===== src/rtl/wb_evict_buffer_if.sv =====
// Handshake bundle for the write-back victim buffer.
// Carries the eviction push port from the cache and the pmem write port.
interface wb_evict_buffer_if #(
    parameter int width = 128
);
    logic             evict_valid;
    logic [31:0]      evict_addr;
    logic [width-1:0] evict_data;
    logic             evict_ready;
    logic             pmem_write;
    logic [31:0]      pmem_address;
    logic [width-1:0] pmem_wdata;
    logic             pmem_resp;

    // master: cache/memory environment, slave: the buffer itself
    modport master (
        output evict_valid, evict_addr, evict_data, pmem_resp,
        input  evict_ready, pmem_write, pmem_address, pmem_wdata
    );

    modport slave (
        input  evict_valid, evict_addr, evict_data, pmem_resp,
        output evict_ready, pmem_write, pmem_address, pmem_wdata
    );
endinterface


===== src/rtl/wb_evict_buffer.sv =====
// FIFO victim buffer: holds dirty evicted lines and drains them to pmem one at a time.
// Define WB_EVICT_FWD_EN to forward buffered line data to a conflicting miss lookup.
//
//  state  | meaning
//  IDLE   | buffer empty, no pmem write in flight
//  WRITE  | head entry presented on pmem, waiting for pmem_resp
//  RETIRE | head just retired; one-cycle gap before the next write
module wb_evict_buffer #(
    parameter int width = 128,
    parameter int DEPTH = 2
) (
    input  logic                     clk,
    input  logic                     rst,
    wb_evict_buffer_if.slave         bus,
    input  logic [31:0]              lookup_addr,
    output logic                     conflict,
    output logic                     fwd_hit,
    output logic [width-1:0]         fwd_data,
    output logic                     empty,
    output logic [$clog2(DEPTH):0]   count
);
    localparam int PW = $clog2(DEPTH);
    localparam int CW = PW + 1;

    typedef enum logic [1:0] {IDLE, WRITE, RETIRE} state_t;

    state_t           state_q, state_d;
    logic [PW-1:0]    wr_ptr, rd_ptr;
    logic [DEPTH-1:0] valid_q;
    logic [27:0]      tag_q  [DEPTH];
    logic [width-1:0] data_q [DEPTH];
    logic             push, retire;
    logic             unused_lsbs;

    // Low nibble of line addresses carries no information.
    assign unused_lsbs = ^{bus.evict_addr[3:0], lookup_addr[3:0]};

    assign bus.evict_ready = (count < CW'(DEPTH));
    assign push            = bus.evict_valid & bus.evict_ready;
    // Retire on the response edge so count reflects it the cycle after pmem_resp.
    assign retire          = (state_q == WRITE) & bus.pmem_resp;
    assign empty           = (count == '0);

    always_ff @(posedge clk or posedge rst) begin
        if (rst) begin
            state_q <= IDLE;
            wr_ptr  <= '0;
            rd_ptr  <= '0;
            valid_q <= '0;
            count   <= '0;
        end else begin
            state_q <= state_d;
            if (retire) begin
                valid_q[rd_ptr] <= 1'b0;
                rd_ptr          <= rd_ptr + PW'(1);
            end
            if (push) begin
                valid_q[wr_ptr] <= 1'b1;
                wr_ptr          <= wr_ptr + PW'(1);
            end
            count <= count + CW'(push) - CW'(retire);
        end
    end

    // Payload storage needs no reset; valid_q qualifies every read.
    always_ff @(posedge clk) begin
        if (push) begin
            tag_q[wr_ptr]  <= bus.evict_addr[31:4];
            data_q[wr_ptr] <= bus.evict_data;
        end
    end

    always_comb begin
        state_d        = state_q;
        bus.pmem_write = 1'b0;
        case (state_q)
            IDLE: begin
                if (count != '0) state_d = WRITE;
            end
            WRITE: begin
                bus.pmem_write = 1'b1;
                if (bus.pmem_resp) state_d = RETIRE;
            end
            RETIRE: begin
                state_d = (count != '0) ? WRITE : IDLE;
            end
            default: state_d = IDLE;
        endcase
    end

    assign bus.pmem_address = bus.pmem_write ? {tag_q[rd_ptr], 4'h0} : 32'h0;
    assign bus.pmem_wdata   = bus.pmem_write ? data_q[rd_ptr] : '0;

    always_comb begin
        conflict = 1'b0;
        for (int i = 0; i < DEPTH; i++) begin
            if (valid_q[i] && (tag_q[i] == lookup_addr[31:4])) conflict = 1'b1;
        end
    end

`ifdef WB_EVICT_FWD_EN
    logic [PW-1:0] fwd_idx;

    // Walk oldest to youngest so the youngest match is the last one written.
    always_comb begin
        fwd_hit  = 1'b0;
        fwd_data = '0;
        fwd_idx  = rd_ptr;
        for (int i = 0; i < DEPTH; i++) begin
            fwd_idx = rd_ptr + PW'(i);
            if (valid_q[fwd_idx] && (tag_q[fwd_idx] == lookup_addr[31:4])) begin
                fwd_hit  = 1'b1;
                fwd_data = data_q[fwd_idx];
            end
        end
    end
`else
    assign fwd_hit  = 1'b0;
    assign fwd_data = '0;
`endif

endmodule


===== src/flat_wrapper.sv =====
// flat-port wrapper written by rule: the top's interface ports become plain ports
module wb_evict_buffer_flat 
#(
    parameter int width = 128,
    parameter int DEPTH = 2
)
  (clk, rst, lookup_addr, conflict, fwd_hit, fwd_data, empty, count, bus_evict_valid, bus_evict_addr, bus_evict_data, bus_pmem_resp, bus_evict_ready, bus_pmem_write, bus_pmem_address, bus_pmem_wdata);
  wb_evict_buffer_if #(.width(width)) bus_i ();
  input  logic clk;
  input  logic rst;
  input  logic [31:0] lookup_addr;
  output logic conflict;
  output logic fwd_hit;
  output logic [width-1:0] fwd_data;
  output logic empty;
  output logic [$clog2(DEPTH):0] count;
  input wire logic [$bits(bus_i.evict_valid)-1:0] bus_evict_valid;
  input wire logic [$bits(bus_i.evict_addr)-1:0] bus_evict_addr;
  input wire logic [$bits(bus_i.evict_data)-1:0] bus_evict_data;
  input wire logic [$bits(bus_i.pmem_resp)-1:0] bus_pmem_resp;
  output wire logic [$bits(bus_i.evict_ready)-1:0] bus_evict_ready;
  output wire logic [$bits(bus_i.pmem_write)-1:0] bus_pmem_write;
  output wire logic [$bits(bus_i.pmem_address)-1:0] bus_pmem_address;
  output wire logic [$bits(bus_i.pmem_wdata)-1:0] bus_pmem_wdata;
  assign bus_i.evict_valid = bus_evict_valid;
  assign bus_i.evict_addr = bus_evict_addr;
  assign bus_i.evict_data = bus_evict_data;
  assign bus_i.pmem_resp = bus_pmem_resp;
  assign bus_evict_ready = bus_i.evict_ready;
  assign bus_pmem_write = bus_i.pmem_write;
  assign bus_pmem_address = bus_i.pmem_address;
  assign bus_pmem_wdata = bus_i.pmem_wdata;
  wb_evict_buffer #(.width(width), .DEPTH(DEPTH)) u_core (.clk(clk), .rst(rst), .bus(bus_i), .lookup_addr(lookup_addr), .conflict(conflict), .fwd_hit(fwd_hit), .fwd_data(fwd_data), .empty(empty), .count(count));
endmodule

===== config.mk =====
export PLATFORM = sky130hd
export DESIGN_NAME = wb_evict_buffer_flat
export DESIGN_NICKNAME = d
export VERILOG_FILES = /design/src/rtl/wb_evict_buffer_if.sv /design/src/rtl/wb_evict_buffer.sv /design/src/flat_wrapper.sv
export SDC_FILE = /design/constraint.sdc
export NUM_CORES = 1
export LEC_CHECK = 0
export BUFFER_PORTS_ARGS = -buffer_cell sky130_fd_sc_hd__buf_2
export CORE_AREA = 2 2 189 191
export DETAILED_ROUTE_END_ITERATION = 10
export DIE_AREA = 0 0 191 193
export PLACE_DENSITY = 0.66
export SKIP_CTS_REPAIR_TIMING = 1
export SYNTH_ARGS = -nofsm -noshare
export SYNTH_HDL_FRONTEND = slang
export SYNTH_SLANG_ARGS = --single-unit
export TNS_END_PERCENT = 20

===== constraint.sdc =====
create_clock -name clk -period 9.99 [get_ports clk]
set_input_delay 1.998 -clock clk [delete_from_list [all_inputs] [get_ports clk]]
set_output_delay 1.998 -clock clk [all_outputs]
set_load 0.01 [all_outputs]

# After elaboration in Yosys (flattened, before gate mapping)
# Memories as Yosys holds them, arrays and structs flattened.
# Index checks and enable logic that the tools add are counted.
[totals]
ram_bits = 312
ff_bits = 8
memories = 2
output_inout_bits = 295
elab_cells = 52
in_bits = 196
[op_classes]
bitwise = 5
mux = 17
n_eq_ne = 6
magnitude_cmp = 5
n_reduce_logical = 8
addsub = 4
[memory_table]
columns = ["name", "words", "width", "rd", "rd_ports_with_merged_regs", "write_ports", "line", "text"]
rows = [
  ["u_core.data_q", 2, 128, 1, 0, 1, "wb_evict_buffer.sv:31", "logic [width-1:0] data_q [DEPTH];"],
  ["u_core.tag_q", 2, 28, 3, 0, 1, "wb_evict_buffer.sv:30", "logic [27:0] tag_q [DEPTH];"],
]
[ops]
columns = ["cell", "count"]
rows = [
  ["two-way mux 128 bit", 1],
  ["equality test 28 bit", 2],
  ["two-way mux 32 bit", 1],
  ["two-way mux 1 bit", 8],
  ["two-way mux 2 bit", 4],
  ["one-hot mux 2 bit (3 select lines)", 1],
  ["logical AND 1 bit", 4],
  ["logical NOT 2 bit", 2],
  ["< comparator 1 x 2 -> 1 bit, second input constant", 2],
  ["adder 1 bit, second input constant", 2],
  ["adder 2 x 1 -> 2 bit", 1],
  ["AND 1 bit", 2],
  ["AND 2 bit", 1],
  ["demux 1 bit (select 1 bit)", 2],
  ["equality test 2 x 1 -> 1 bit, second input constant", 1],
  ["equality test 2 bit, second input constant", 1],
  [">= comparator 1 bit, second input constant", 2],
  ["< comparator 2 bit, second input constant", 1],
  ["inequality test 2 x 1 -> 1 bit, second input constant", 1],
  ["inequality test 2 bit, second input constant", 1],
  ["NOT 2 bit", 1],
  ["OR 2 bit", 1],
  ["AND reduction 2 bit", 1],
  ["nonzero test 2 bit", 1],
  ["subtractor 2 x 1 -> 2 bit", 1],
]

# Longest topological paths before layout
[depth]
ltp_word = 9
ltp_mapped = 10
ltp_nobuf = 9

# Worst setup path after synthesis
# OpenSTA, ideal clock, no wires.
[synth_timing]
kind = "in2reg"
start = "input port bus_evict_valid"
end = "memory u_core.data_q[0][0], enable pin"
t_arrival_ns = 8.542
stages = 2
n_path_buf = 0
t_required_ns = 9.317
setup_time_ns = 0.673
setup_slack_ns = 0.774
path_cell_list = "nand2_1 > nor2_1"
[synth_via]
elab_chain_cells = 3
[synth_lines]
columns = ["item", "line", "text"]
rows = [
  ["from (decl)", "flat_wrapper.sv:17", "input wire logic [$bits(bus_i.evict_valid)-1:0] bus_evict_valid;"],
  ["AND 1 bit", "wb_evict_buffer.sv:39", "assign push = bus.evict_valid & bus.evict_ready;"],
  ["two-way mux 1 bit", "wb_evict_buffer.sv:67", "if (push) begin"],
  ["two-way mux 1 bit (not written as such)", "wb_evict_buffer.sv:69", "data_q[wr_ptr] <= bus.evict_data;"],
  ["to (decl)", "wb_evict_buffer.sv:31", ""],
]
# Every way passes these cells.

# Worst setup path after layout
[layout_timing]
start = "input port lookup_addr[30]"
end = "output port conflict"
[layout_via]
elab_chain_cells = 4
word_cells_on_any_way = 6
classes_between = "eq/ne: 2; mux: 2; reduce/logical: 2"
[layout_lines]
columns = ["item", "line", "text"]
rows = [
  ["from (decl)", "flat_wrapper.sv:11", "input logic [31:0] lookup_addr;"],
  ["equality test 28 bit", "wb_evict_buffer.sv:97", "if (valid_q[i] && (tag_q[i] == lookup_addr[31:4])) conflict = 1'b1;"],
  ["logical AND 1 bit", "wb_evict_buffer.sv:97", ""],
  ["two-way mux 1 bit", "wb_evict_buffer.sv:97", ""],
  ["two-way mux 1 bit (*)", "wb_evict_buffer.sv:97", ""],
  ["to (decl)", "flat_wrapper.sv:12", "output logic conflict;"],
]
# Mark *: on every way between the ends. The rest lies on a longest branch, timed or not.

==> reports/metrics.cfg <==
[global_route]
grt_remaining_overflow = 0
grt_pass1_vias = 7879
track_usage_pct = 16.0
antenna_found_initial = 8
grt_pass1_wl_um = 44000
grt_start_max_net_pins = 103

[flow_run]
max-cap-violations = 0

[synth]
synth_top_family_by_area = multiplexers
synth-compound-area-share_pct = 0.220
synthSimpleGateAreaFrac_pct = 5.40
synth.largest_area_cell = edfxtp_1
synth_top_area_share_pct = 68.7
synth.cell_area_sq_um = 13600
synthArstFlopShare_pct = 2.50
avgSynthCellArea_sq_um = 15.1
yosysMostFrequentCell = edfxtp_1
yosys_register_bits = 320
synth-edff-count = 312
ys.flop_type = edfxtp_1
synth_fa_ha_area_share_pct = 0.183
muxShareOfSynthArea_pct = 11.4
ys.warnings.count = 0
synthCells = 904
yosys-top-cells-count = 312 x edfxtp_1, 158 x nor2_1, 156 x mux2i_1
synth.distinct_cells = 23
seq_area_frac_synth_pct = 70.1
synthTopCellsByArea = edfxtp_1 69%, mux2i_1 11%, buf_4 7.4%
synth_xor_area_share_pct = 3.85

[die]
die_y_um = 193
core_sq_um = 35000
rows = 69
start_util_pct = 39.0
die_area_sq_um = 36900
die_w_um = 191
io_pins = 491

[sta]
skew_ns = 0.00707
rsz0062_at_grt = false
finalSetupViolCount = 0
worst_slack_ns = 4.56
maxSlewViolCount = 0
max_freq_ghz = 0.184
fin_crit_ns = 5.43
holdWs_ns = 0.494
period_share_pct = 54.4
tightest_slew_ns = 1.11
fin_tns_setup_ns = 0
relSlewSlack_pct = 25.7
hold_viol_final = 0

[cts]
cts.root.buffer_cell = clkbuf_16
cts_tree = yes
htreeDepth = 2
cts.path.max_buffers = 3
clkTransAtPathRegs_ns = 0.06
cts.sinks = 320
tritoncts.num_buffers = 36
clock_latency_ns = 0.53

[detailed_routing]
via_per_inst = 4.52
route.antenna.remaining_nets = 0
dr_total_vias = 7879
drc = 0
wl_per_cell_um = 17.5
drt-total-wl_um = 30600
dr.pass1.iters = 4
drt_iter0_drc = 331

[setup_path]
r2r_end = u_core.data_q[0][121]$_DFFE_PP_
path_max_fanout = 2
ff2ff_setup_slack_ns = 7.04
arrival_ns = 3.44
crit_path_end = conflict
worst_ep_required_time_ns = 7.99
cp-start-kind = primary input
crit_start = lookup_addr[30]
reg2regPathDepth = 4
crit_type = primary input to output pin
timing.rr.start = u_core.count[1]$_DFF_PP0_
end_kind = output pin

[layout]
area_delta_synth_final_pct = 21.0
nets = 1459
drive_above_1_share_pct = 32.1
fin_util_pct = 47.2
stdcell_area_sq_um = 16500
ff_latch_area_sq_um = 9570
multi_input_area_sq_um = 3400
fillers = 3092

[placed_design]
place_congestion = 0.762
dp_hpwl_um = 21100
io_buffers = 349
place_ws_ns = 4.53
dpl_cell_area_sq_um = 15400

[power]
peakVddDrop_mv = 0.217
cellPowerDensity_nw_per_um2 = 281
total_leakage_power_uw = 0.00703

[run_status]
status = complete, no violations

[hold_path]
worstHoldPathType = register to register

-- final cells by class --
cell class | count | share of cell area (%)
tap | 461 | 3.49
clock inverter | 19 | 1.11
sequential | 320 | 58.0
clock buffer | 41 | 5.70
timing repair buffer | 356 | 11.0
antenna | 1 | 0.0152
inverter | 8 | 0.182
multi-input combinational | 539 | 20.6
-- through the flow --
step,std cells,total power [uW]
after floorplan,1036,2910
after global placement,1684,3420
after detailed placement,1684,3430
after CTS,1744,4710
after global routing,1744,4890
final,1745,4640
-- logic make-up (layout without fill, tap and decap cells) --
family	Yosys count	in the layout
AO/OA/AOI/OAI	5	5
multiplexers	156	156
flip-flops	320	320
other	1	134
AND/OR/NAND/NOR	183	183
buffers and inverters	177	424
XOR/XNOR	60	60
adder cells (fa/ha/maj)	2	2
-- per-layer routing --
metal | GRT usage [%] | wire (um) | vias up
met2 | 27.4 | 15400 | 374
met3 | 6.79 | 3260 | 61
met1 | 17.6 | 11100 | 3748
met5 | 0 | 76 | -
li1 | - | - | 3684
met4 | 6.11 | 715 | 12
-- critical path, stage by stage --
cell     delay (ns)
buf_2          0.12
xnor2_1        0.29
nand4_1        0.13
or4_1          0.54
o22ai_1        0.19
buf_2          0.17
-- sequential cells by signal, summed over array words and instances, names as in the netlist --
signal / count
u_core.state_q: 2
u_core.count: 2
u_core.tag_q: 56
u_core.data_q: 256
u_core.rd_ptr: 1
u_core.wr_ptr: 1
u_core.valid_q: 2
-- power by group --
group / total (uW) / internal (uW) / leakage, uW / switching, uW
Sequential: 1920 / 1780 / 0.00296 / 143
Clock: 1260 / 734 / 0.000551 / 527
Combinational: 1460 / 560 / 0.00352 / 898
Total: 4640 / 3070 / 0.00703 / 1570
-- worst min-delay path by stage --
stage | from | endpoint | slack [ns] | cells past startpoint
floorplan | u_core.state_q[0]$_DFFE_PP0P_ | u_core.state_q[0]$_DFFE_PP0P_ | 0.42 | 1
detailed placement | u_core.valid_q[1]$_DFF_PP0_ | u_core.valid_q[1]$_DFF_PP0_ | 0.47 | 1
CTS | u_core.valid_q[1]$_DFF_PP0_ | u_core.valid_q[1]$_DFF_PP0_ | 0.49 | 1
global route | u_core.valid_q[1]$_DFF_PP0_ | u_core.valid_q[1]$_DFF_PP0_ | 0.51 | 1
global placement | u_core.valid_q[1]$_DFF_PP0_ | u_core.valid_q[1]$_DFF_PP0_ | 0.47 | 1
finish | u_core.valid_q[1]$_DFF_PP0_ | u_core.valid_q[1]$_DFF_PP0_ | 0.49 | 1
-- cells in the final DEF, fill, tap and decap left out, types with 5 or more instances in the layout --
master and count:
inv_1 8, clkinv_2 7, nand4_1 8, edfxtp_1 312, buf_2 349, clkbuf_16 37
nor4_1 6, buf_4 6, xor2_1 31, nand2_1 5, dfrtp_1 7, mux2i_1 156
nor2_1 157, conb_1 133, xnor2_1 29
Note: power is estimated with default switching activity, not from simulation.
